<file path="config.mk">
export PLATFORM = sky130hd
export DESIGN_NAME = iic_adc_master
export DESIGN_NICKNAME = d
export VERILOG_FILES = /design/src/rtl/iic_pkg.sv /design/src/rtl/iic_bit_timer.sv /design/src/rtl/iic_adc_master.sv
export SDC_FILE = /design/constraint.sdc
export NUM_CORES = 1
export LEC_CHECK = 0
export CAP_MARGIN = 30
export CORE_MARGIN = 2
export CORE_UTILIZATION = 30
export CTS_BUF_LIST = sky130_fd_sc_hd__clkbuf_2
export DETAILED_ROUTE_END_ITERATION = 6
export GPL_ROUTABILITY_DRIVEN = 0
export HOLD_SLACK_MARGIN = 0.02
export PLACE_DENSITY = 0.58
export SYNTH_ARGS = -nofsm -noshare
export SYNTH_HDL_FRONTEND = slang
export SYNTH_SLANG_ARGS = --single-unit
</file>
<file path="constraint.sdc">
create_clock -name clk -period 2.7 [get_ports clk]
set_input_delay 0.27 -clock clk [delete_from_list [all_inputs] [get_ports clk]]
set_output_delay 0.27 -clock clk [all_outputs]
set_load 0.01 [all_outputs]
</file>
<file path="src/rtl/iic_pkg.sv">
// Shared definitions for the I2C ADC master: FSM states, bus bit values and
// the four quarter-period phases of one bit slot.
package iic_pkg;

  typedef enum logic [2:0] {
    IDLE,
    START,
    TX_BYTE,
    RX_ACK,
    RX_BYTE,
    TX_ACK,
    STOP
  } iic_state_e;

  localparam logic RW_WRITE = 1'b0;
  localparam logic RW_READ  = 1'b1;

  localparam logic ACK  = 1'b0;
  localparam logic NACK = 1'b1;

  localparam logic [1:0] PH_LOW0  = 2'd0;
  localparam logic [1:0] PH_LOW1  = 2'd1;
  localparam logic [1:0] PH_HIGH0 = 2'd2;
  localparam logic [1:0] PH_HIGH1 = 2'd3;

endpackage

</file>
<file path="src/rtl/iic_bit_timer.sv">
// Quarter-period divider and phase counter; held at phase 0 while en is low,
// so every transaction starts on a clean bit-slot boundary.
module iic_bit_timer
  import iic_pkg::*;
#(
  parameter int CLK_DIV = 25
) (
  input  logic       clk,
  input  logic       rst_n,
  input  logic       en,
  output logic       tick,
  output logic [1:0] phase
);

  localparam int CW = (CLK_DIV > 1) ? $clog2(CLK_DIV) : 1;

  logic [CW-1:0] cnt_q, cnt_d;
  logic [1:0]    phase_q, phase_d;

  always_comb begin
    cnt_d   = cnt_q;
    phase_d = phase_q;
    tick    = 1'b0;
    if (!en) begin
      cnt_d   = '0;
      phase_d = PH_LOW0;
    end else if (cnt_q == CW'(CLK_DIV - 1)) begin
      tick    = 1'b1;
      cnt_d   = '0;
      phase_d = phase_q + 2'd1;
    end else begin
      cnt_d = cnt_q + 1'b1;
    end
  end

  always_ff @(posedge clk or negedge rst_n) begin
    if (!rst_n) begin
      cnt_q   <= '0;
      phase_q <= PH_LOW0;
    end else begin
      cnt_q   <= cnt_d;
      phase_q <= phase_d;
    end
  end

  assign phase = phase_q;

endmodule

</file>
<file path="src/rtl/iic_adc_master.sv">
// I2C master for the ADC: a write-request edge sends the config byte, a
// read-request edge fetches a 16-bit conversion result.
module iic_adc_master
  import iic_pkg::*;
#(
  parameter int         CLK_DIV  = 25,
  parameter logic [6:0] DEV_ADDR = 7'h48,
  parameter logic [7:0] CFG_DATA = 8'h84
) (
  input  logic        clk,
  input  logic        rst_n,
  input  logic        m_wr_req,
  input  logic        m_rd_req,
  output logic [15:0] m_ad_voltage,
  output logic        busy,
  output logic        ack_err,
  output logic        scl_oe,
  output logic        sda_oe,
  input  logic        sda_i
);

  iic_state_e  state_q, state_d;
  logic        wr_req_q, rd_req_q;
  logic        pend_wr_q, pend_wr_d, pend_rd_q, pend_rd_d;
  logic        is_rd_q, is_rd_d, nack_q, nack_d;
  logic [1:0]  byte_q, byte_d;
  logic [2:0]  bit_cnt_q, bit_cnt_d;
  logic [7:0]  tx_q, tx_d, rx_q, rx_d, msb_q, msb_d;
  logic [15:0] volt_q, volt_d;
  logic        ack_err_q, ack_err_d;
  logic        tick, slot_end, scl_low, wr_rise, rd_rise, ack_bit;
  logic [1:0]  phase;

  iic_bit_timer #(.CLK_DIV(CLK_DIV)) u_timer (
    .clk   (clk),
    .rst_n (rst_n),
    .en    (busy),
    .tick  (tick),
    .phase (phase)
  );

  assign busy     = (state_q != IDLE);
  assign slot_end = tick && (phase == PH_HIGH1);
  assign scl_low  = (phase == PH_LOW0) || (phase == PH_LOW1);
  assign wr_rise  = m_wr_req && !wr_req_q;
  assign rd_rise  = m_rd_req && !rd_req_q;
  assign ack_bit  = (byte_q == 2'd1) ? ACK : NACK;

  always_comb begin
    state_d   = state_q;
    pend_wr_d = pend_wr_q | wr_rise;
    pend_rd_d = pend_rd_q | rd_rise;
    is_rd_d   = is_rd_q;
    nack_d    = nack_q;
    byte_d    = byte_q;
    bit_cnt_d = bit_cnt_q;
    tx_d      = tx_q;
    rx_d      = rx_q;
    msb_d     = msb_q;
    volt_d    = volt_q;
    ack_err_d = 1'b0;
    scl_oe    = 1'b0;
    sda_oe    = 1'b0;
    case (state_q)
      IDLE: begin
        if (pend_wr_q || pend_rd_q) begin
          state_d   = START;
          is_rd_d   = !pend_wr_q;
          tx_d      = {DEV_ADDR, pend_wr_q ? RW_WRITE : RW_READ};
          bit_cnt_d = 3'd7;
          byte_d    = 2'd0;
          nack_d    = 1'b0;
          if (pend_wr_q) pend_wr_d = wr_rise;
          else           pend_rd_d = rd_rise;
        end
      end
      START: begin
        sda_oe = (phase == PH_HIGH0) || (phase == PH_HIGH1);
        if (slot_end) state_d = TX_BYTE;
      end
      TX_BYTE: begin
        scl_oe = scl_low;
        sda_oe = !tx_q[7];
        if (slot_end) begin
          if (bit_cnt_q == 3'd0) begin
            state_d = RX_ACK;
          end else begin
            bit_cnt_d = bit_cnt_q - 3'd1;
            tx_d      = {tx_q[6:0], 1'b0};
          end
        end
      end
      RX_ACK: begin
        scl_oe = scl_low;
        if (slot_end) begin
          bit_cnt_d = 3'd7;
          if (sda_i == NACK) begin
            ack_err_d = 1'b1;
            nack_d    = 1'b1;
            state_d   = STOP;
          end else if (byte_q != 2'd0) begin
            state_d = STOP;
          end else begin
            byte_d  = 2'd1;
            tx_d    = CFG_DATA;
            state_d = is_rd_q ? RX_BYTE : TX_BYTE;
          end
        end
      end
      RX_BYTE: begin
        scl_oe = scl_low;
        if (slot_end) begin
          rx_d = {rx_q[6:0], sda_i};
          if (bit_cnt_q == 3'd0) state_d = TX_ACK;
          else                   bit_cnt_d = bit_cnt_q - 3'd1;
        end
      end
      TX_ACK: begin
        scl_oe = scl_low;
        sda_oe = !ack_bit;
        if (slot_end) begin
          // ACK after the MSB asks for another byte; NACK after the LSB ends the read
          if (byte_q == 2'd1) begin
            msb_d     = rx_q;
            byte_d    = 2'd2;
            bit_cnt_d = 3'd7;
            state_d   = RX_BYTE;
          end else begin
            state_d = STOP;
          end
        end
      end
      STOP: begin
        scl_oe = scl_low;
        sda_oe = (phase != PH_HIGH1);
        if (slot_end) begin
          state_d = IDLE;
          if (is_rd_q && !nack_q) volt_d = {msb_q, rx_q};
        end
      end
      default: state_d = IDLE;
    endcase
  end

  always_ff @(posedge clk or negedge rst_n) begin
    if (!rst_n) begin
      state_q   <= IDLE;
      wr_req_q  <= 1'b0;
      rd_req_q  <= 1'b0;
      pend_wr_q <= 1'b0;
      pend_rd_q <= 1'b0;
      is_rd_q   <= 1'b0;
      nack_q    <= 1'b0;
      byte_q    <= 2'd0;
      bit_cnt_q <= 3'd0;
      tx_q      <= 8'h00;
      rx_q      <= 8'h00;
      msb_q     <= 8'h00;
      volt_q    <= 16'h0000;
      ack_err_q <= 1'b0;
    end else begin
      state_q   <= state_d;
      wr_req_q  <= m_wr_req;
      rd_req_q  <= m_rd_req;
      pend_wr_q <= pend_wr_d;
      pend_rd_q <= pend_rd_d;
      is_rd_q   <= is_rd_d;
      nack_q    <= nack_d;
      byte_q    <= byte_d;
      bit_cnt_q <= bit_cnt_d;
      tx_q      <= tx_d;
      rx_q      <= rx_d;
      msb_q     <= msb_d;
      volt_q    <= volt_d;
      ack_err_q <= ack_err_d;
    end
  end

  assign m_ad_voltage = volt_q;
  assign ack_err      = ack_err_q;

endmodule

</file>
# Word level (Yosys, flattened, before mapping)
# Cells that the tools add are included.
# Widths: inputs -> output; s select.
[word_totals] regBits=62 inputBits=5 output_inout_bits=20 elab_cells=139
[op_classes] add_sub_neg=3 eq_ne=29 n_mux=57 n_bitwise=2 reduce_logical=32
[op_table] cell="$mux 3" count=18
[op_table] cell="$mux 8" count=6
[op_table] cell="$ne 2x2->1 const B" count=17
[op_table] cell="$pmux 8 s3" count=1
[op_table] cell="$pmux 3 s7" count=1
[op_table] cell="$reduce_and 7->1" count=3
[op_table] cell="$mux 2" count=9
[op_table] cell="$mux 1" count=16
[op_table] cell="$pmux 3 s4" count=1
[op_table] cell="$mux 5" count=2
[op_table] cell="$eq 3x3->1 const B" count=3
[op_table] cell="$reduce_and 9->1" count=1
[op_table] cell="$reduce_bool 3->1" count=3
[op_table] cell="$eq 3x2->1 const B" count=2
[op_table] cell="$logic_not 3->1" count=2
[op_table] cell="$pmux 2 s3" count=1
[op_table] cell="$reduce_and 3->1" count=2
[op_table] cell="$add 5x1->5 const B" count=1
[op_table] cell="$eq 5x5->1 const B" count=1
[op_table] cell="$logic_not 1->1" count=5
[op_table] cell="$reduce_or 5->1" count=1
[op_table] cell="$eq 2x1->1 const B" count=2
[op_table] cell="$eq 2x2->1 const B" count=2
[op_table] cell="$logic_and 1x1->1" count=4
[op_table] cell="other kinds (14)" count=19

# Longest topological paths before layout
# Gate-level depths: netlist of run 1.
[logic_depth] ltp_word=6 mapped_depth=10 depth_no_buf=7

# By module
# Synthesis of run 1 repeated with hierarchy kept, for this count alone.
[unflattened] cells_unflattened=249 area_unflattened_um2=2956.6
[by_module_without_submodules] mod="iic_adc_master" n_inst=1 cells_each=216 area_each_um2=2610.0 seq_area_each_um2=1376.3
[by_module_without_submodules] mod="iic_bit_timer" n_inst=1 cells_each=33 area_each_um2=346.6 seq_area_each_um2=175.2

# Worst setup path after synthesis of run 1
# OpenSTA, ideal clock, no wires.
[synth_path] path_kind="register to register" startpoint="register u_timer.cnt_q[0]" endpoint="register volt_q[10], in the netlist m_ad_voltage[10]" setup_ps=125 arrival_time_ps=2113 required_time_ps=2575 slack_ps=462 stages_incl_launch_ff=11 n_path_buf=3 period_less_slack_ps=2238 path_cell_list="dfrtp_1 inv_1 ha_1 and4b_2 and2_1 buf_4 nand2_1 or4_1 buf_6 buf_6 mux2_4"
[synth_between] elab_chain_len=5
[synth_lines] element="start, declared" line_no="iic_bit_timer.sv:17" source="logic [CW-1:0] cnt_q, cnt_d;"
[synth_lines] element="start signal, assigned" line_no="iic_bit_timer.sv:41" source="cnt_q <= cnt_d;"
[synth_lines] element="$eq 5x5->1" line_no="iic_bit_timer.sv:27" source="end else if (cnt_q == CW'(CLK_DIV - 1)) begin"
[synth_lines] element="$mux 1" line_no="iic_bit_timer.sv:27"
[synth_lines] element="$mux 1" line_no="iic_bit_timer.sv:24" source="if (!en) begin"
[synth_lines] element="$logic_and 1x1->1" line_no="iic_adc_master.sv:43" source="assign slot_end = tick && (phase == PH_HIGH1);"
[synth_lines] element="$reduce_and 3->1 (no line)"
[synth_lines] element="end signal, assigned" line_no="iic_adc_master.sv:174" source="volt_q <= volt_d;"
[synth_lines] element="end, declared" line_no="iic_adc_master.sv:29" source="logic [15:0] volt_q, volt_d;"
# Every way passes these cells.
# A chain may end at the register's enable or synchronous reset.

# Worst setup path in the final report of run 1
[layout_path] startpoint="register state_q[0]" endpoint="output sda_oe"
[layout_between] elab_chain_len=2 word_cells_on_any_way=5 classes_between="4 x eq/ne; 1 x mux"
[layout_lines] element="start, declared" line_no="iic_adc_master.sv:22" source="iic_state_e state_q, state_d;"
[layout_lines] element="start signal, assigned" line_no="iic_adc_master.sv:162" source="state_q <= state_d;"
[layout_lines] element="$eq 3x3->1 (tied with other cells)" line_no="iic_adc_master.sv:64" source="case (state_q)"
[layout_lines] element="$pmux 1 s4 (*)" line_no="iic_adc_master.sv:64"
[layout_lines] element="end, declared" line_no="iic_adc_master.sv:18" source="output logic sda_oe,"
# Mark *: on every way between the ends. The rest lies on a longest branch, timed or not.

==> results of run 1 <==
cell type report:
type                       instances  area (um2)  area share (%)
clock inverter                     6        37.5            1.14
clock buffer                      10        50.0            1.52
inverter                          18        67.6            2.06
sequential                        62        1550            47.3
tap                              111         139            4.23
timing repair buffer              32         298            9.07
antenna                            1        2.50          0.0762
multi-input combinational        151        1130            34.6
cell usage in the layout (no fill, tap or decap), types with 3 or more instances in the layout:
master	instances
dfrtp_1	61
nand3_1	9
ha_1	8
nor3_1	5
o21a_1	4
nor2b_1	5
buf_4	7
mux2_2	26
nor2_1	12
inv_1	18
mux2_4	10
nand2_1	19
o21ai_0	14
a21oi_1	12
clkbuf_2	10
a31oi_1	3
clkdlybuf4s50_1	23
power breakdown:
part           switching [mW]  total (mW)  internal, mW  leakage (nW)
clock                   0.338       0.459         0.121        0.0558
sequential            0.00105       0.933         0.932         0.818
combinational          0.0213      0.0299       0.00863         0.655
total                   0.360        1.42          1.06          1.53
metrics by stage:
step                setup WS (ns)  power (mW)  area [um2]  hold WS [ns]
detailed placement          0.425       0.981        3180         0.421
CTS                         0.136        1.46        3280         0.188
global route              0.00858        1.50        3280         0.166
floorplan                   0.462       0.952        2800       -0.0256
finish                      0.210        1.42        3280         0.238
global placement            0.470       0.980        3180         0.402
worst max-delay path, delay by kind of cell (launching register included):
kind / cells / cell delay [ns]
AO/OA/AOI/OAI: 2 / 0.21
buffers and inverters: 2 / 0.75
flip-flops: 1 / 0.47
AND/OR/NAND/NOR: 2 / 0.30
logic make-up after synthesis:
group / count (synthesis) / share of synthesized area [%]
mux: 37 / 16.2
simple gates: 60 / 10.3
xor+xnor: 3 / 0.938
compound gates: 42 / 9.15
flops: 62 / 55.4
fa+ha+maj: 9 / 3.93
buf+inv: 26 / 4.15
per-layer routing:
layer,wire length (um),share of wire (%),up-vias,track usage (%)
met1,2350,48,872,13.9
met2,2270,47,29,17.2
met3,204,4.2,6,4.37
li1,-,-,907,-
met4,57,1.2,0,3.48
met5,0,0,-,0
registers in the layout (all words and copies together), names as in the netlist:
register and flops:
is_rd_q 1, byte_q 2, rd_req_q 1, msb_q 8, nack_q 1, u_timer.phase 2, rx_q 8, ack_err 1
m_ad_voltage 16, state_q 3, tx_q 8, pend_wr_q 1, bit_cnt_q 3, pend_rd_q 1, wr_req_q 1, u_timer.cnt_q 5
path summary, 6_finish.rpt:
path	slack, ns	endpoint	cells past startpoint
hold reg to reg	0.44	pend_wr_q	1
hold / removal	0.24	wr_req_q	1
setup reg to reg	0.41	m_ad_voltage[8]	8
setup / recovery	0.21	sda_oe	6
max in group asynchronous	1.70	state_q[0]	3
min in group asynchronous	0.44	m_ad_voltage[11]	3
repair_timing:
item	in CTS	in global routing
hold buffers	1	0
endpoints found under the setup margin	0	1
endpoints found under the hold margin	62	0
resized for setup	0	1
==> metrics.yaml, run 1 <==
critical_path:
  worst_setup_path_end_kind: "primary output"
  r2r_start: "u_timer.cnt_q[0]"
  startpoint: "state_q[0]"
  critical_path_arrival_ns: 2.22
  critPathLaunchType: "flip-flop"
  crit_slowest_cell: "clkdlybuf4s50_1"
  cp_max_fo: 17
  critPathMaxStageDelay_ns: 0.55
  path_cells: "buf_4, nand2b_1, nor2_1, a31oi_1, a21oi_1, clkdlybuf4s50_1"
  critical_path_class: "reg -> out"
  required_ns: 2.43
logic_synthesis:
  ys_async_sr_fraction_pct: 100
  synthTopCellsByCount: "dfrtp_1 (62), mux2_2 (26), nand2_1 (19)"
  yosysTopAreaCellShare_pct: 55.4
  synthesis.nets: 252
  synthFlopType: "dfrtp_1"
  post_synth_num_cell_types: 35
  ys_ff_latch: 62
  synth_area_um2: 2800
  yosysMostFrequentCell: "dfrtp_1"
  syn_inst: 239
  seq_area_frac_synth_pct: 55.4
  synth-edff-count: 0
  synth.avg_cell_area_um2: 11.7
  yosys.area.top_type: "dfrtp_1"
  synth_area_leaders: "dfrtp_1 (55%), mux2_2 (10%), mux2_4 (5.4%), ha_1 (3.6%), nand2_1 (2.5%)"
  ys_warn_count: 0
sta:
  finalSetupTns_ns: 0
  finalHoldViolations: 0
  fmax_ghz: 0.402
  slew_headroom_pct: 47.8
  finalCritPeriodShare_pct: 92.2
  rsz0062_at_grt: "no"
  worstMarginPinSlew_ns: 0.784
  setup_viol: 0
  finClkSkew_ns: 0.0243
  fin_crit_ns: 2.49
  drv_slew: 0
floorplan:
  die_area_um2: 10100
  rows: 35
  die-height_um: 101
  io_pins: 25
  initial_core_util_pct: 30.6
  die-width_um: 101
  core_um2: 9150
power:
  power_density_nw_per_um2: 433
  power_leakage_nw: 1.53
  vdd_drop_max_mv: 0.274
global_routing:
  grt.total_usage_pct: 11.0
  grt_antenna_before_repair: 0
  grt_pass1_wl_um: 8690
  grt_pass1_vias: 1826
  grt_max_degree: 63
  overflow: 0
finish:
  syn2layout_area_growth_pct: 17.1
  fillers: 913
  drive_above_1_share_pct: 22.6
  final_util_pct: 35.9
  nets: 287
  stdcell_count: 391
min_path:
  hold_path.class: "in -> reg"
  hp-start: "m_wr_req"
clock_network:
  tritoncts: "yes"
  cts_max_level: 3
  clk-insertion-delay-late_ns: 0.48
  cts_setup_buffers: 0
  clk_pin_slew_ns: 0.17
  clock_path_buffers: 2
  cts_inserted_buffers: 9
  root_buffer: "clkbuf_2"
  cts_sinks: 62
route:
  via_per_inst: 4.64
  dr.pass1.iters: 4
  wl_per_cell_um: 12.5
  ant_nets: 0
  wl_um: 4870
  drt_iter0_markers: 146
  drc_errors: 0
  vias: 1814
placement:
  dp_hpwl_um: 3360
  dp_cells: 373
  port_buffers: 24
run_status:
  status: "completed"
run:
  drv_cap: 0
Power figures use the tool's default switching activity.
==> run 2: changes to the inputs <==
--- a/config.mk
+++ b/config.mk
@@ -12,7 +12,9 @@
 export DETAILED_ROUTE_END_ITERATION = 6
 export GPL_ROUTABILITY_DRIVEN = 0
 export HOLD_SLACK_MARGIN = 0.02
+export MAX_ROUTING_LAYER = met4
 export PLACE_DENSITY = 0.58
+export SKIP_LAST_GASP = 1
 export SYNTH_ARGS = -nofsm -noshare
 export SYNTH_HDL_FRONTEND = slang
 export SYNTH_SLANG_ARGS = --single-unit
==> run 2 against run 1 <==
Sequential power is essentially flat. Final area grew 0.15%. Largest power group unchanged. Worst setup slack gained 0.019 ns. Critical endpoint unchanged. First-iteration DRC count grew 14%.
==> metrics.yaml, run 2 (same netlist as run 1, synthesis figures left out) <==
sta:
  rsz0062_at_grt: "no"  # unchanged
  slew_headroom_pct: 47.4  # was 47.8%
  finClkSkew_ns: 0.0238  # was 0.0243 ns
  drv_slew: 0  # unchanged
  fin_crit_ns: 2.47  # was 2.49 ns
  worstMarginPinSlew_ns: 0.788  # was 0.784 ns
  fin_ws_ns: 0.229  # was 0.210 ns
  setup_viol: 0  # unchanged
  finalHoldViolations: 0  # unchanged
  finalCritPeriodShare_pct: 91.5  # was 92.2%
  fmax_ghz: 0.405  # was 0.402 GHz
  finalSetupTns_ns: 0  # unchanged
floorplan:
  die-height_um: 101  # unchanged
  io_pins: 25  # unchanged
  rows: 35  # unchanged
  die-width_um: 101  # unchanged
  initial_core_util_pct: 30.6  # unchanged
  core_um2: 9150  # unchanged
  die_area_um2: 10100  # unchanged
clock_network:
  root_buffer: "clkbuf_2"  # unchanged
  cts_sinks: 62  # unchanged
  cts_max_level: 3  # unchanged
  cts_inserted_buffers: 9  # unchanged
  clk-insertion-delay-late_ns: 0.48  # about the same
  clock_path_buffers: 2  # unchanged
  tritoncts: "yes"  # unchanged
  clk_pin_slew_ns: 0.17  # about the same
finish:
  nets: 288  # was 287
  syn2layout_area_growth_pct: 17.3  # was 17.1%
  drive_above_1_share_pct: 22.9  # was 22.6%
  final_util_pct: 35.9  # about the same
  final_common_cell: "dfrtp_1"  # unchanged
  largest_reg_flops: 16  # unchanged
  final_cell_mix: "dfrtp_1 (61), mux2_2 (26), clkdlybuf4s50_1 (23), nand2_1 (19), inv_1 (18)"  # unchanged
  final_area_um2: 3290  # was 3280 um2
  n_antenna_cell: 0  # was 1
global_routing:
  grt_max_degree: 63  # unchanged
  overflow: 0  # unchanged
  grt.total_usage_pct: 11.4  # was 11.0%
  grt_antenna_before_repair: 0  # unchanged
  grt_pass1_wl_um: 8700  # was 8690 um
  grt_pass1_vias: 1823  # was 1826
critical_path:
  critical_path_class: "reg -> out"  # unchanged
  critPathMaxStageDelay_ns: 0.55  # about the same
  startpoint: "state_q[0]"  # unchanged
  required_ns: 2.43  # about the same
  critical_path_arrival_ns: 2.20  # was 2.22 ns
  worst_setup_path_end_kind: "primary output"  # unchanged
  r2r_start: "u_timer.cnt_q[0]"  # unchanged
  reg2reg_depth: 8  # unchanged
  reg2reg_to: "m_ad_voltage[8]"  # unchanged
  critPathLaunchType: "flip-flop"  # unchanged
  path_cells: "buf_4, nand2b_1, nor2_1, a31oi_1, a21oi_1, clkdlybuf4s50_1"  # unchanged
  rrSetupSlack_ns: 0.41  # about the same
  cp_max_fo: 17  # unchanged
  crit_slowest_cell: "clkdlybuf4s50_1"  # unchanged
  crit_path_end: "sda_oe"  # unchanged
power:
  power_density_nw_per_um2: 432  # was 433 nW/um2
  vdd_drop_max_mv: 0.274  # about the same
  power_leakage_nw: 1.53  # about the same
  total_power_mw: 1.42  # about the same
placement:
  dp_slack_ns: 0.425  # unchanged
  dp_hpwl_um: 3360  # unchanged
  place_area_um2: 3180  # unchanged
  port_buffers: 24  # unchanged
min_path:
  hold_path.class: "in -> reg"  # unchanged
route:
  drt_iter0_markers: 166  # was 146
  dr.pass1.iters: 4  # unchanged
  drc_errors: 0  # unchanged
  via_per_inst: 4.67  # was 4.64
  wl_um: 4870  # about the same
  vias: 1825  # was 1814
  ant_nets: 0  # unchanged
  wl_per_cell_um: 12.5  # about the same
run_status:
  status: "completed"  # unchanged
run:
  drv_cap: 0  # unchanged
run 2: changes by cell type in the layout (fill, tap and decap cells not counted):
cell,before,now
buf_4,7,8
diode_2,1,0
run 2: worst min-delay path by stage:
stage | startpoint | to | cells after the start
after floorplan | rst_n | ack_err | 0
after global placement | wr_req_q | pend_wr_q | 1
after detailed placement | wr_req_q | pend_wr_q | 1
after CTS | m_wr_req | wr_req_q | 1
after global routing | m_wr_req | wr_req_q | 1
final | m_wr_req | wr_req_q | 1
run 2: area by class of cell:
| type | instances | area (um2) |
|---|---|---|
| fill | 912 | 5870 |
| timing repair buffer | 33 | 305 |
| tap | 111 | 139 |
| clock buffer | 10 | 50.0 |
| sequential | 62 | 1550 |
| clock inverter | 6 | 37.5 |
| inverter | 18 | 67.6 |
| multi-input combinational | 151 | 1130 |
run 2: critical path: cells and delay by family, from the launching register on:
family,cells,cell delay (ns)
buffers and inverters,2,0.74
flip-flops,1,0.47
AND/OR/NAND/NOR,2,0.30
AO/OA/AOI/OAI,2,0.21
run 2: stage by stage:
| stage | hold WS, ns | cells |
|---|---|---|
| after floorplan | -0.0256 | 239 |
| after global placement | 0.402 | 373 |
| after detailed placement | 0.421 | 373 |
| after CTS | 0.188 | 390 |
| after global routing | 0.149 | 391 |
| final | 0.242 | 391 |
run 2: power breakdown:
group / switching, mW / internal, mW / total, mW
Combinational: 0.0214 / 0.00863 / 0.0300
Clock: 0.336 / 0.121 / 0.457
Sequential: 0.00110 / 0.932 / 0.933
run 2: routing by layer:
metal / track usage, % / vias up / part of all wire (%)
li1: - / 907 / -
met5: - / - / 0
met1: 13.9 / 872 / 48
met2: 17.2 / 40 / 47
met4: 2.85 / 0 / 1.1
met3: 5.20 / 6 / 4.4
run 2: timing repair:
item                       CTS  global route
gates resized for setup      0             1
hold buffers                 1             0
hold endpoints to repair    62             0
setup buffers                0             1
setup endpoints to repair    0             1
